[src/rtl/matrix_load_unit_pkg.sv]
// Shared types and sizes for the matrix load path.
// Holds the FSM state enum, request bundle and dimension check.
package matrix_load_unit_pkg;

  localparam int FP = 32;
  localparam int M = 4;
  localparam int N = 4;
  localparam int MATRIX_REGISTERS = 8;

  localparam int AW = $clog2(MATRIX_REGISTERS);
  localparam int MW = $clog2(M + 1);
  localparam int NW = $clog2(N + 1);
  localparam int RW = $clog2(M);
  localparam int CW = $clog2(N);
  localparam int IW = (RW > CW) ? RW : CW;

  typedef enum logic [1:0] {
    LOAD_IDLE,
    LOAD_REQUEST,
    LOAD_MATRIX,
    LOAD_ERROR
  } load_state_e;

  typedef struct packed {
    logic [AW-1:0] dest_addr;
    logic [MW-1:0] m;
    logic [NW-1:0] n;
    logic          transpose;
  } load_req_t;

  // Transposed loads swap which source dimension must fit which limit.
  function automatic logic dims_ok(load_req_t r);
    logic ok;
    ok = (r.m != '0) && (r.n != '0);
    if (r.transpose)
      ok = ok && (int'(r.n) <= M) && (int'(r.m) <= N);
    else
      ok = ok && (int'(r.m) <= M) && (int'(r.n) <= N);
    return ok;
  endfunction

endpackage

[src/rtl/matrix_load_unit_if.sv]
// Request, element stream and register write bundle of the loader.
// slave = loader side, master = requester / register file side.
interface matrix_load_unit_if;
  import matrix_load_unit_pkg::*;

  logic          load_req_i;
  logic          load_ready_o;
  logic [AW-1:0] dest_addr_i;
  logic [MW-1:0] m_in_i;
  logic [NW-1:0] n_in_i;
  logic          transpose_i;
  logic          elem_valid_i;
  logic          elem_ready_o;
  logic [FP-1:0] elem_data_i;
  logic          reg_wr_en_o;
  logic [AW-1:0] reg_wr_addr_o;
  logic [RW-1:0] reg_wr_row_o;
  logic [CW-1:0] reg_wr_col_o;
  logic [FP-1:0] reg_wr_data_o;
  logic          busy_o;
  logic          done_o;
  logic          error_o;

  modport slave (
    input  load_req_i, dest_addr_i, m_in_i, n_in_i,
    input  transpose_i, elem_valid_i, elem_data_i,
    output load_ready_o, elem_ready_o,
    output reg_wr_en_o, reg_wr_addr_o,
    output reg_wr_row_o, reg_wr_col_o, reg_wr_data_o,
    output busy_o, done_o, error_o
  );

  modport master (
    output load_req_i, dest_addr_i, m_in_i, n_in_i,
    output transpose_i, elem_valid_i, elem_data_i,
    input  load_ready_o, elem_ready_o,
    input  reg_wr_en_o, reg_wr_addr_o,
    input  reg_wr_row_o, reg_wr_col_o, reg_wr_data_o,
    input  busy_o, done_o, error_o
  );

endinterface

[src/rtl/matrix_load_unit_counter.sv]
// matrix_index_counter: row-major row/col walker with wrap.
// Ports: clear, step, dims in; row, col, last-element flag out.
module matrix_index_counter #(
  parameter int W   = 2,
  parameter int RLW = 3,
  parameter int CLW = 3
) (
  input  logic           clk,
  input  logic           rst,
  input  logic           clear_i,
  input  logic           step_i,
  input  logic [RLW-1:0] rows_i,
  input  logic [CLW-1:0] cols_i,
  output logic [W-1:0]   row_o,
  output logic [W-1:0]   col_o,
  output logic           last_o
);

  logic [W-1:0] row_q;
  logic [W-1:0] col_q;
  logic         col_last;
  logic         row_last;

  assign col_last = CLW'(col_q) == cols_i - CLW'(1);
  assign row_last = RLW'(row_q) == rows_i - RLW'(1);

  always_ff @(posedge clk) begin
    if (rst || clear_i) begin
      row_q <= '0;
      col_q <= '0;
    end else if (step_i) begin
      if (col_last) begin
        col_q <= '0;
        row_q <= row_q + W'(1);
      end else begin
        col_q <= col_q + W'(1);
      end
    end
  end

  assign row_o  = row_q;
  assign col_o  = col_q;
  assign last_o = row_last & col_last;

endmodule

[src/rtl/matrix_load_unit.sv]
// Streams an m x n matrix into the register file, optionally transposed.
// Ports: clk, rst, lb (request, element stream, write port, status).
module matrix_load_unit
  import matrix_load_unit_pkg::*;
(
  input logic               clk,
  input logic               rst,
  matrix_load_unit_if.slave lb
);

  load_state_e   state_q;
  load_req_t     req_q;
  logic          load_ready_q;
  logic          elem_ready_q;
  logic          busy_q;
  logic          done_q;
  logic          error_q;
  logic          wr_en_q;
  logic [AW-1:0] wr_addr_q;
  logic [RW-1:0] wr_row_q;
  logic [CW-1:0] wr_col_q;
  logic [FP-1:0] wr_data_q;

  logic          hs;
  logic [IW-1:0] r_idx;
  logic [IW-1:0] c_idx;
  logic          last;

  // elem_ready_q is only ever set in LOAD_MATRIX.
  assign hs = lb.elem_valid_i & elem_ready_q;

  matrix_index_counter #(
    .W  (IW),
    .RLW(MW),
    .CLW(NW)
  ) u_idx (
    .clk    (clk),
    .rst    (rst),
    .clear_i(state_q == LOAD_REQUEST),
    .step_i (hs),
    .rows_i (req_q.m),
    .cols_i (req_q.n),
    .row_o  (r_idx),
    .col_o  (c_idx),
    .last_o (last)
  );

  always_ff @(posedge clk) begin
    if (rst) begin
      state_q      <= LOAD_IDLE;
      req_q        <= '0;
      load_ready_q <= 1'b1;
      elem_ready_q <= 1'b0;
      busy_q       <= 1'b0;
      done_q       <= 1'b0;
      error_q      <= 1'b0;
      wr_en_q      <= 1'b0;
      wr_addr_q    <= '0;
      wr_row_q     <= '0;
      wr_col_q     <= '0;
      wr_data_q    <= '0;
    end else begin
      wr_en_q <= 1'b0;
      done_q  <= 1'b0;
      error_q <= 1'b0;
      unique case (state_q)
        LOAD_IDLE: begin
          if (lb.load_req_i) begin
            req_q.dest_addr <= lb.dest_addr_i;
            req_q.m         <= lb.m_in_i;
            req_q.n         <= lb.n_in_i;
            req_q.transpose <= lb.transpose_i;
            state_q         <= LOAD_REQUEST;
            load_ready_q    <= 1'b0;
            busy_q          <= 1'b1;
          end
        end
        LOAD_REQUEST: begin
          if (dims_ok(req_q)) begin
            state_q      <= LOAD_MATRIX;
            elem_ready_q <= 1'b1;
          end else begin
            state_q <= LOAD_ERROR;
            error_q <= 1'b1;
          end
        end
        LOAD_MATRIX: begin
          if (hs) begin
            wr_en_q   <= 1'b1;
            wr_addr_q <= req_q.dest_addr;
            wr_data_q <= lb.elem_data_i;
            if (req_q.transpose) begin
              wr_row_q <= RW'(c_idx);
              wr_col_q <= CW'(r_idx);
            end else begin
              wr_row_q <= RW'(r_idx);
              wr_col_q <= CW'(c_idx);
            end
            if (last) begin
              state_q      <= LOAD_IDLE;
              done_q       <= 1'b1;
              elem_ready_q <= 1'b0;
              load_ready_q <= 1'b1;
              busy_q       <= 1'b0;
            end
          end
        end
        LOAD_ERROR: begin
          state_q      <= LOAD_IDLE;
          load_ready_q <= 1'b1;
          busy_q       <= 1'b0;
        end
        default: state_q <= LOAD_IDLE;
      endcase
    end
  end

  assign lb.load_ready_o  = load_ready_q;
  assign lb.elem_ready_o  = elem_ready_q;
  assign lb.busy_o        = busy_q;
  assign lb.done_o        = done_q;
  assign lb.error_o       = error_q;
  assign lb.reg_wr_en_o   = wr_en_q;
  assign lb.reg_wr_addr_o = wr_addr_q;
  assign lb.reg_wr_row_o  = wr_row_q;
  assign lb.reg_wr_col_o  = wr_col_q;
  assign lb.reg_wr_data_o = wr_data_q;

endmodule

[src/flat_wrapper.sv]
// flat-port wrapper written by rule: the top's interface ports become plain ports
module matrix_load_unit_flat import matrix_load_unit_pkg::*;
  (clk, rst, lb_load_req_i, lb_dest_addr_i, lb_m_in_i, lb_n_in_i, lb_transpose_i, lb_elem_valid_i, lb_elem_data_i, lb_load_ready_o, lb_elem_ready_o, lb_reg_wr_en_o, lb_reg_wr_addr_o, lb_reg_wr_row_o, lb_reg_wr_col_o, lb_reg_wr_data_o, lb_busy_o, lb_done_o, lb_error_o);
  matrix_load_unit_if lb_i ();
  input logic clk;
  input logic rst;
  input wire logic [$bits(lb_i.load_req_i)-1:0] lb_load_req_i;
  input wire logic [$bits(lb_i.dest_addr_i)-1:0] lb_dest_addr_i;
  input wire logic [$bits(lb_i.m_in_i)-1:0] lb_m_in_i;
  input wire logic [$bits(lb_i.n_in_i)-1:0] lb_n_in_i;
  input wire logic [$bits(lb_i.transpose_i)-1:0] lb_transpose_i;
  input wire logic [$bits(lb_i.elem_valid_i)-1:0] lb_elem_valid_i;
  input wire logic [$bits(lb_i.elem_data_i)-1:0] lb_elem_data_i;
  output wire logic [$bits(lb_i.load_ready_o)-1:0] lb_load_ready_o;
  output wire logic [$bits(lb_i.elem_ready_o)-1:0] lb_elem_ready_o;
  output wire logic [$bits(lb_i.reg_wr_en_o)-1:0] lb_reg_wr_en_o;
  output wire logic [$bits(lb_i.reg_wr_addr_o)-1:0] lb_reg_wr_addr_o;
  output wire logic [$bits(lb_i.reg_wr_row_o)-1:0] lb_reg_wr_row_o;
  output wire logic [$bits(lb_i.reg_wr_col_o)-1:0] lb_reg_wr_col_o;
  output wire logic [$bits(lb_i.reg_wr_data_o)-1:0] lb_reg_wr_data_o;
  output wire logic [$bits(lb_i.busy_o)-1:0] lb_busy_o;
  output wire logic [$bits(lb_i.done_o)-1:0] lb_done_o;
  output wire logic [$bits(lb_i.error_o)-1:0] lb_error_o;
  assign lb_i.load_req_i = lb_load_req_i;
  assign lb_i.dest_addr_i = lb_dest_addr_i;
  assign lb_i.m_in_i = lb_m_in_i;
  assign lb_i.n_in_i = lb_n_in_i;
  assign lb_i.transpose_i = lb_transpose_i;
  assign lb_i.elem_valid_i = lb_elem_valid_i;
  assign lb_i.elem_data_i = lb_elem_data_i;
  assign lb_load_ready_o = lb_i.load_ready_o;
  assign lb_elem_ready_o = lb_i.elem_ready_o;
  assign lb_reg_wr_en_o = lb_i.reg_wr_en_o;
  assign lb_reg_wr_addr_o = lb_i.reg_wr_addr_o;
  assign lb_reg_wr_row_o = lb_i.reg_wr_row_o;
  assign lb_reg_wr_col_o = lb_i.reg_wr_col_o;
  assign lb_reg_wr_data_o = lb_i.reg_wr_data_o;
  assign lb_busy_o = lb_i.busy_o;
  assign lb_done_o = lb_i.done_o;
  assign lb_error_o = lb_i.error_o;
  matrix_load_unit u_core (.clk(clk), .rst(rst), .lb(lb_i));
endmodule
[config.mk]
export PLATFORM = sky130hd
export DESIGN_NAME = matrix_load_unit_flat
export DESIGN_NICKNAME = d
export VERILOG_FILES = /design/src/rtl/matrix_load_unit_pkg.sv /design/src/rtl/matrix_load_unit_if.sv /design/src/rtl/matrix_load_unit_counter.sv /design/src/rtl/matrix_load_unit.sv /design/src/flat_wrapper.sv
export SDC_FILE = /design/constraint.sdc
export NUM_CORES = 1
export LEC_CHECK = 0
export CORE_MARGIN = 8
export CORE_UTILIZATION = 41
export CTS_BUF_LIST = sky130_fd_sc_hd__clkbuf_4
export DETAILED_ROUTE_END_ITERATION = 6
export GPL_ROUTABILITY_DRIVEN = 0
export HOLD_SLACK_MARGIN = 0.03
export PLACE_DENSITY_LB_ADDON = 0.1
export SETUP_SLACK_MARGIN = 0.5
export SLEW_MARGIN = 20
export SYNTH_ARGS = -nofsm -noshare
export SYNTH_HDL_FRONTEND = slang
export SYNTH_HIERARCHICAL = 1
export SYNTH_SLANG_ARGS = --single-unit
[constraint.sdc]
create_clock -name clk -period 1.9 [get_ports clk]
set_clock_uncertainty 0.1 [all_clocks]
set_input_delay 0.38 -clock clk [delete_from_list [all_inputs] [get_ports clk]]
set_output_delay 0.38 -clock clk [all_outputs]
set_load 0.01 [all_outputs]
# ---- Word level (Yosys, flattened, before mapping)
# Index checks and enable logic that the tools add are counted.
dict set report op_classes {
  addsub 4
  mul 0
  div_mod_pow 0
  n_lt_le_gt_ge 2
  eq_ne 9
  n_shift 0
  mux 24
  bitwise 5
  n_reduce_logical 20
}
# operator count
set op_table {}
lappend op_table {{1-bit two-way mux} 14}
lappend op_table {{2-bit two-way mux} 6}
lappend op_table {{3-bit nonzero test} 3}
lappend op_table {{2-bit one-hot mux with 4 select lines} 1}
lappend op_table {{4-bit AND reduction} 2}
lappend op_table {{2-bit by 3-bit == test with 1-bit output} 2}
lappend op_table {{3-bit <= comparator, second input constant} 2}
lappend op_table {{2-bit by 1-bit != test with 1-bit output, second input constant} 3}
lappend op_table {{1-bit one-hot mux with 3 select lines} 2}
lappend op_table {{2-bit AND reduction} 3}
lappend op_table {{3-bit by 1-bit subtractor with 3-bit output, second input constant} 2}
lappend op_table {{1-bit logical AND} 5}
lappend op_table {{2-bit by 1-bit adder with 2-bit output, second input constant} 2}
lappend op_table {{2-bit == test, second input constant} 2}
lappend op_table {{2-bit OR reduction} 2}
lappend op_table {{1-bit inverter} 3}
lappend op_table {{3-bit AND reduction} 1}
lappend op_table {{3-bit OR reduction} 1}
lappend op_table {{1-bit bitwise AND} 2}
lappend op_table {{2-bit by 1-bit == test with 1-bit output, second input constant} 1}
lappend op_table {{2-bit zero test} 1}
lappend op_table {{2-bit != test, second input constant} 1}
lappend op_table {{1-bit one-hot mux with 2 select lines} 1}
lappend op_table {{2-bit nonzero test} 1}
lappend op_table {{1-bit logical OR} 1}
dict set report totals {
  reg_bits 61
  latch_bits 0
  ram_bits 0
  rom_bits 0
  memories 0
}

# ---- Longest topological paths before layout
# Gate-level depths: netlist of the first run.
dict set report depth {
  ltp_word 9
  mapped_depth 8
}

# ---- Cells and area by module
# Netlist of the first run, hierarchy kept.
# mod instances cells_each area_each_um2
set by_module_without_submodules {}
lappend by_module_without_submodules {matrix_load_unit 1 251 2095.8}
lappend by_module_without_submodules {matrix_index_counter 1 39 332.8}

# ---- Worst setup path before layout of the first run
# Ideal clock, no wire load.
dict set report synth_timing {
  path_kind {register to register}
  from {reg u_core/req_q[1] (netlist bit)}
  to {reg u_core.busy_q, in the netlist u_core/lb.busy_o}
  setup_time_ns 0.115
  arrival_ns 1.744
  slack_ns -0.058
  stages_incl_launch_ff 8
  cell_sequence {dfxtp_1 inv_1 ha_1 xnor2_1 nor4_1 a31o_2 a21oi_1 o21a_1}
}
dict set report synth_via {
  elab_chain_len 5
}
# element line_no
set synth_lines {}
lappend synth_lines {{from (decl)} matrix_load_unit.sv:12} ;# load_req_t req_q;
lappend synth_lines {{3-bit by 1-bit subtractor with 3-bit output} matrix_load_unit_counter.sv:24} ;# assign col_last = CLW'(col_q) == cols_i - CLW'(1);
lappend synth_lines {{2-bit by 3-bit == test with 1-bit output} matrix_load_unit_counter.sv:24}
lappend synth_lines {{1-bit bitwise AND} matrix_load_unit_counter.sv:43} ;# assign last_o = row_last & col_last;
lappend synth_lines {{via u_core.last} matrix_load_unit.sv:27} ;# logic last;
lappend synth_lines {{2-bit by 1-bit != test with 1-bit output (no source line)} n/a}
lappend synth_lines {{4-bit AND reduction (no source line)} n/a}
lappend synth_lines {{to (signal assigned)} matrix_load_unit.sv:54} ;# busy_q <= 1'b0;
lappend synth_lines {{to (signal assigned)} matrix_load_unit.sv:75} ;# busy_q <= 1'b1;
lappend synth_lines {{to (signal assigned)} matrix_load_unit.sv:104} ;# busy_q <= 1'b0;
lappend synth_lines {{to (decl)} matrix_load_unit.sv:15} ;# logic busy_q;
# The timed path passes the listed nets, and every way through them passes these cells.
# A chain may end at the register's enable or synchronous reset.

# ---- Worst setup path after layout of the first run
dict set report layout_timing {
  from {reg u_core/req_q[2] (netlist bit)}
  to {reg u_core.busy_q, in the netlist u_core/lb.busy_o}
}
# Same word-level chain as after synthesis.

==> results of run 1 <==
[final timing paths]
kind,startpoint,to,slack [ps],depth (start not counted)
max,u_core/req_q[2],u_core/lb.busy_o,210,7
min reg2reg,u_core/lb.load_ready_o,u_core/lb.load_ready_o,340,2
min,rst,u_core/lb.reg_wr_en_o,310,2
max reg2reg,u_core/req_q[2],u_core/lb.busy_o,210,7
[registers in the layout (all words and copies together), names as in the netlist]
name,cells
u_core/lb.reg_wr_data_o,32
u_core/req_q,10
u_core/lb.reg_wr_addr_o,3
u_core/lb.reg_wr_col_o,2
u_core/lb.reg_wr_row_o,2
u_core/state_q,2
u_core/u_idx/col_o,2
u_core/u_idx/row_o,2
u_core/lb.busy_o,1
u_core/lb.done_o,1
u_core/lb.elem_ready_o,1
u_core/lb.error_o,1
u_core/lb.load_ready_o,1
u_core/lb.reg_wr_en_o,1
[stage by stage]
| step | setup WS [ps] | total power, W | hold slack (ps) | util (%) | instance area, µm² |
|---|---|---|---|---|---|
| 2_1_floorplan | 150 | 0.00160 | 332 | - | 2490 |
| 3_3_place_gp | 43.1 | 0.00179 | 341 | 59.4 | 3460 |
| 3_5_place_dp | 14.4 | 0.00179 | 337 | 59.4 | 3460 |
| 4_1_cts | 193 | 0.00253 | 294 | 61.0 | 3550 |
| 5_1_grt | 105 | 0.00266 | 316 | 62.2 | 3620 |
| 6_report | 211 | 0.00253 | 310 | 62.2 | 3620 |
[timing repair]
action                                  in CTS  in global routing
setup buffers                                5                  1
cloned                                       2                  0
resized for setup                          223                 13
pin swaps                                   10                  5
endpoints found under the setup margin     103                 45
[power groups by stage]
stage | sequential, W | combinational, W | clock (W)
after global routing | 0.00137 | 0.000509 | 0.000782
after global placement | 0.00139 | 0.000398 | 0
after CTS | 0.00136 | 0.000445 | 0.000724
final | 0.00137 | 0.000466 | 0.000701
after detailed placement | 0.00139 | 0.000400 | 0
after floorplan | 0.00139 | 0.000215 | 0
[placed cells by master (no fill, tap or decap), types with 3 or more instances in the layout]
master | Yosys | layout
nand2_1 | 97 | 97
a21oi_1 | 47 | 45
clkdlybuf4s50_1 | 0 | 43
buf_2 | 3 | 43
dfxtp_2 | 0 | 36
dfxtp_1 | 61 | 24
buf_4 | 3 | 12
clkbuf_4 | 0 | 9
nor2_1 | 9 | 9
mux2i_1 | 6 | 6
clkinv_2 | 0 | 4
buf_12 | 0 | 4
inv_2 | 0 | 4
nor3_1 | 4 | 3
buf_6 | 4 | 3
nor4_4 | 0 | 3
[final cells by class]
class / instances / area, µm² / share of cell area (%)
Sequential cell: 61 / 1270 / 35.1
Clock buffer: 9 / 67.6 / 1.87
Timing Repair Buffer: 110 / 935 / 25.8
Clock inverter: 6 / 31.3 / 0.864
Inverter: 6 / 22.5 / 0.622
Tap cell: 75 / 93.8 / 2.59
Multi-Input combinational cell: 205 / 1200 / 33.1
[cells by family after synthesis]
logic type,count (synthesis),synth area share [%]
flip-flops,61,50.3
AO/OA/AOI/OAI,61,14.2
XOR/XNOR,7,2.83
AND/OR/NAND/NOR,129,23.1
multiplexers,6,2.47
adder cells (fa/ha/maj),2,1.03
buffers and inverters,24,6.03
[worst max-delay path, delay by kind of cell (launching register included)]
kind	cells	cell delay, ps
flip-flops	1	350
AO/OA/AOI/OAI	3	390
buffers and inverters	1	50
AND/OR/NAND/NOR	1	320
adder cells (fa/ha/maj)	1	260
XOR/XNOR	1	130
[layer usage]
metal | wire length (µm) | track usage, %
met1 | 3090 | 19.0
met2 | 3130 | 25.0
met3 | 570 | 6.23
met4 | 94 | 6.44
met5 | 0 | 0
==> metrics.txt, run 1 <==
Tcrit/Tclk final=around 89%; Slew @ Worst Pin=435 ps; core area=5820 µm²; Synth cell types=38; vias in the first global route=2218; MaxCap Viol Count=0; post-synthesis sequential area ratio=50.3%; synthesis warning total=6; final net count=~440; worst skew pair latency=roughly 390 ps; Finished Layout Cells=~470; hold buffers post-CTS=0; top cell type's share of synthesized area=50.3%; 1st-iter DRT viols=108; Setup Total Neg Slack=0 ps; First-pass DRT Iterations=4; Setup crit end kind=flop; Tot GR Track Use=15.9%; Synth Register Bits=between 60 and 70; # DRC=0; Final Hold Viols=0; sequential share of power=53.9%; num rows=28; syn_nets=between 300 and 400; Max Transition Viols Final=0; LEAKAGE=~1.4 nW; initial antenna violation count=0; # fillers=about 530; placed cells=around 450; Post-Route WL=between 6 and 7 mm; Net Sw Frac=between 20 and 30%; HPWL after DPL=approximately 4.6 mm; largest net degree at the start of global routing=37; Final setup viols=0; Gate power share=between 10% and 20%; Synth top cells by count=97 x nand2_1, 61 x dfxtp_1, 47 x a21oi_1; Internal=about 0.0018 W; DIE AREA=roughly 8600 µm²; dominant synthesized flop cell=dfxtp_1; Peak Freq=roughly 0.6 GHz; ANT cells=0; Syn Area/Cell=8.37 µm²; Rel. slew slack=a little under three quarters; H-tree depth=3; HP Class=input port to flop; Worst path slowest cell=dfxtp_2; layout cell share with drive strength beyond 1=between 30% and 40%; type of origin of the critical path=flop; EDFF count, synth=0; routed wire length per instance=14.6 µm; first-pass GRT wire length=between 10 and 15 mm; Worst EP arrival=about 1900 ps; Synth Instances=290; CTS sink count=a little over 60; CP peak stage delay=between 300 and 400 ps; gr ovfl total=0; WP data required=between 2000 and 2500 ps; top cells by area, synth=dfxtp_1 50%, nand2_1 15%, a21oi_1 9.7%, mux2i_1 2.5%, buf_6 1.9%; CTS tree=built; PD cells=roughly 700 nW/µm²; Num CTS Buffers=9; RSZ-0062 raised after global routing=true; worst-path maximum fanout=3; post-route ant nets=0; leading area contributor after synthesis=dfxtp_1; crit path kind=flop to flop; cell area after synthesis=2430 µm²; most common cell in the netlist=nand2_1; Chip Width=just over 90 µm; Net Sw Power=0.000711 W; Root Driver=clkbuf_4; worst-path cell chain=inv_2 > ha_4 > xnor2_4 > nor4_4 > a31o_2 > a21oi_2 > o21a_1; worst vdd ir=0.508 mV; asr flop ratio synth=0%; Vert. Die Dim=93.0 µm; Vias/cell=about 4.8; via count=around 2300; clk slew on worst S/H paths=around 100 ps; Syn-to-layout area delta=49.0%; status=completed; # port buffers=90; CTS Buffer Depth=2; Initial Util=between 40% and 50%; clock power share=27.7%; Final Critical Period=between 1500 and 2000 ps; Ports=91
Note: power is estimated with default switching activity, not from simulation.
==> run 2: changes to the inputs <==
- CELL_PAD_IN_SITES_DETAIL_PLACEMENT: unset -> 0
- CELL_PAD_IN_SITES_GLOBAL_PLACEMENT: unset -> 1
- CORE_UTILIZATION: 41 -> 29
==> run 2 against run 1 <==
Against the previous run:
- power increased by 7.5%
- largest power group unchanged
- design area increased by 7.0%
- largest cell class unchanged
- via count is 0.61% lower
- global-route usage is 2.7 points lower
- sequential power barely moved
- setup slack got worse by 33 ps
- combinational power grew 4.5%
- maximum frequency fell by 1.9%
- register-to-register slack worse by 30 ps
- final cell count is 7.6% higher
==> metrics.txt, run 2 (synthesized netlist as in run 1, its figures left out) <==
Tot GR Track Use=13.2% (-2.7 points); Final Critical Period=1720 ps (+32.8 ps); placed cells=480 (+6.9%); core area=8180 µm² (+41%); clk slew on worst S/H paths=100 ps (about the same); H-tree depth=3 (unchanged); vias in the first global route=2288 (+3.2%); most common cell after layout, fill and taps aside=nand2_1; worst-path maximum fanout=3 (unchanged); Finished Layout Cells=508 (+7.6%); type of origin of the critical path=flop; Design Power=0.00272 W (+7.5%); num rows=33 (+18%); Final setup viols=0 (unchanged); # DRC=0 (unchanged); Hold WS=337 ps (+27.2 ps); Final Hold Viols=0 (unchanged); final setup margin=178 ps (-32.8 ps); DIE AREA=11600 µm² (+34%); Syn-to-layout area delta=59.4%; via count=2271 (-0.61%); initial antenna violation count=0 (unchanged); MaxCap Viol Count=0 (unchanged); status=completed; Slew @ Worst Pin=498 ps (+63.1 ps); Post-Route WL=7.59 mm (+10%); # port buffers=90 (unchanged); first-pass GRT wire length=12.0 mm (+9.5%); CP peak stage delay=350 ps (about the same); HPWL after DPL=4.98 mm (+8.9%); max FFs per register=32 (unchanged); WP data required=2100 ps (+20 ps); Vert. Die Dim=108 µm (+16%); CTS Buffer Depth=2 (unchanged); Peak Freq=0.581 GHz (-1.9%); Worst path slowest cell=dfxtp_2; PD cells=704 nW/µm² (+0.54%); 1st-iter DRT viols=55 (-49%); design area=3870 µm² (+7.0%); Chip Width=108 µm (+16%); HP Class=input port to flop; ANT cells=0 (unchanged); LEAKAGE=1.52 nW (+7.6%); CTS tree=built; Num CTS Buffers=9 (unchanged); hold buffers post-CTS=0 (unchanged); CTS sink count=61 (unchanged); commonest cells after routing, fill and taps aside=93 x nand2_1, 43 x clkdlybuf4s50_1, 42 x a21oi_1, 42 x dfxtp_2, 37 x buf_2; layout cell share with drive strength beyond 1=39.5% (+3.9 points); worst skew pair latency=390 ps (about the same); Post-DP Area=3530 µm² (+2.1%); Max Transition Viols Final=0 (unchanged); Vias/cell=4.47 (-7.7%); gr ovfl total=0 (unchanged); RSZ-0062 raised after global routing=true; worst vdd ir=0.233 mV (-54%); largest net degree at the start of global routing=38 (+2.7%); Ports=91 (unchanged); Register-to-Register Path Depth=7 (unchanged); post-route ant nets=0 (unchanged); Worst EP arrival=1920 ps (+50 ps); worst-path cell chain=inv_2 > ha_4 > xnor2_4 > nor4_4 > a31o_2 > a21oi_2 > o21a_1; Worst Hold Path Cells=2 (unchanged); crit path kind=flop to flop; Tcrit/Tclk final=90.6% (+1.7 points); routed wire length per instance=14.9 µm (+2.5%); Root Driver=clkbuf_4; final net count=446 (+1.1%); First-pass DRT Iterations=4 (unchanged); Rel. slew slack=66.8% (-4.2 points); Setup crit end kind=flop; pre-CTS setup slack=-8.81 ps (-23.2 ps); Initial Util=29.7% (-12 points)
## run 2: worst paths after layout
kind | start | endpoint | slack (ps)
max | u_core/req_q[2] | u_core/lb.busy_o | 180
min | rst | u_core/state_q[1] | 340
max reg2reg | u_core/req_q[2] | u_core/lb.busy_o | 180
min reg2reg | u_core/lb.load_ready_o | u_core/lb.load_ready_o | 340
## run 2: report_power, final
part | switching [W] | internal [W] | total (W) | leakage, nW
clock network | 0.000474 | 0.000401 | 0.000875 | 0.0689
logic | 0.000226 | 0.000261 | 0.000487 | 0.932
registers | 0.0000394 | 0.00132 | 0.00136 | 0.516
total | 0.000739 | 0.00199 | 0.00272 | 1.52
## run 2: metrics by stage
stage          setup TNS, ps  utilization (%)
5_1_grt                    0             47.3
3_3_place_gp           -1.41             43.2
3_5_place_dp           -8.81             43.2
6_report                   0             47.3
2_1_floorplan              0                -
4_1_cts                    0             44.4
## run 2: cell type report
type                            instances  area [µm²]
Fill cell                             824        4310
Multi-Input combinational cell        205        1250
Inverter                                6        22.5
Clock inverter                          6        53.8
Sequential cell                        61        1280
Tap cell                              105         131
Timing Repair Buffer                  115        1050
Clock buffer                           10        75.1
## run 2: per-layer routing
metal / global-route usage, % / routed length (µm) / share of wire (%) / vias up
met4: 5.65 / 110 / 1.4 / 0
met5: 0 / 0 / 0 / -
met2: 20.1 / 3480 / 46 / 56
met1: 16.9 / 3600 / 47 / 1027
li1: - / - / - / 1179
met3: 3.83 / 402 / 5.3 / 9
## run 2: timing repair
item	4_1_cts	5_1_grt
setup buffers	5	4
cloned	1	2
endpoints found under the setup margin	76	33
gates resized for setup	228	38
pin swaps	12	11
## run 2: worst max-delay path, delay by kind of cell (launching register included)
family	cells	cell delay (ps)
compound gates	3	390
xor+xnor	1	160
simple gates	1	320
fa+ha+maj	1	250
flops	1	350
buf+inv	1	40
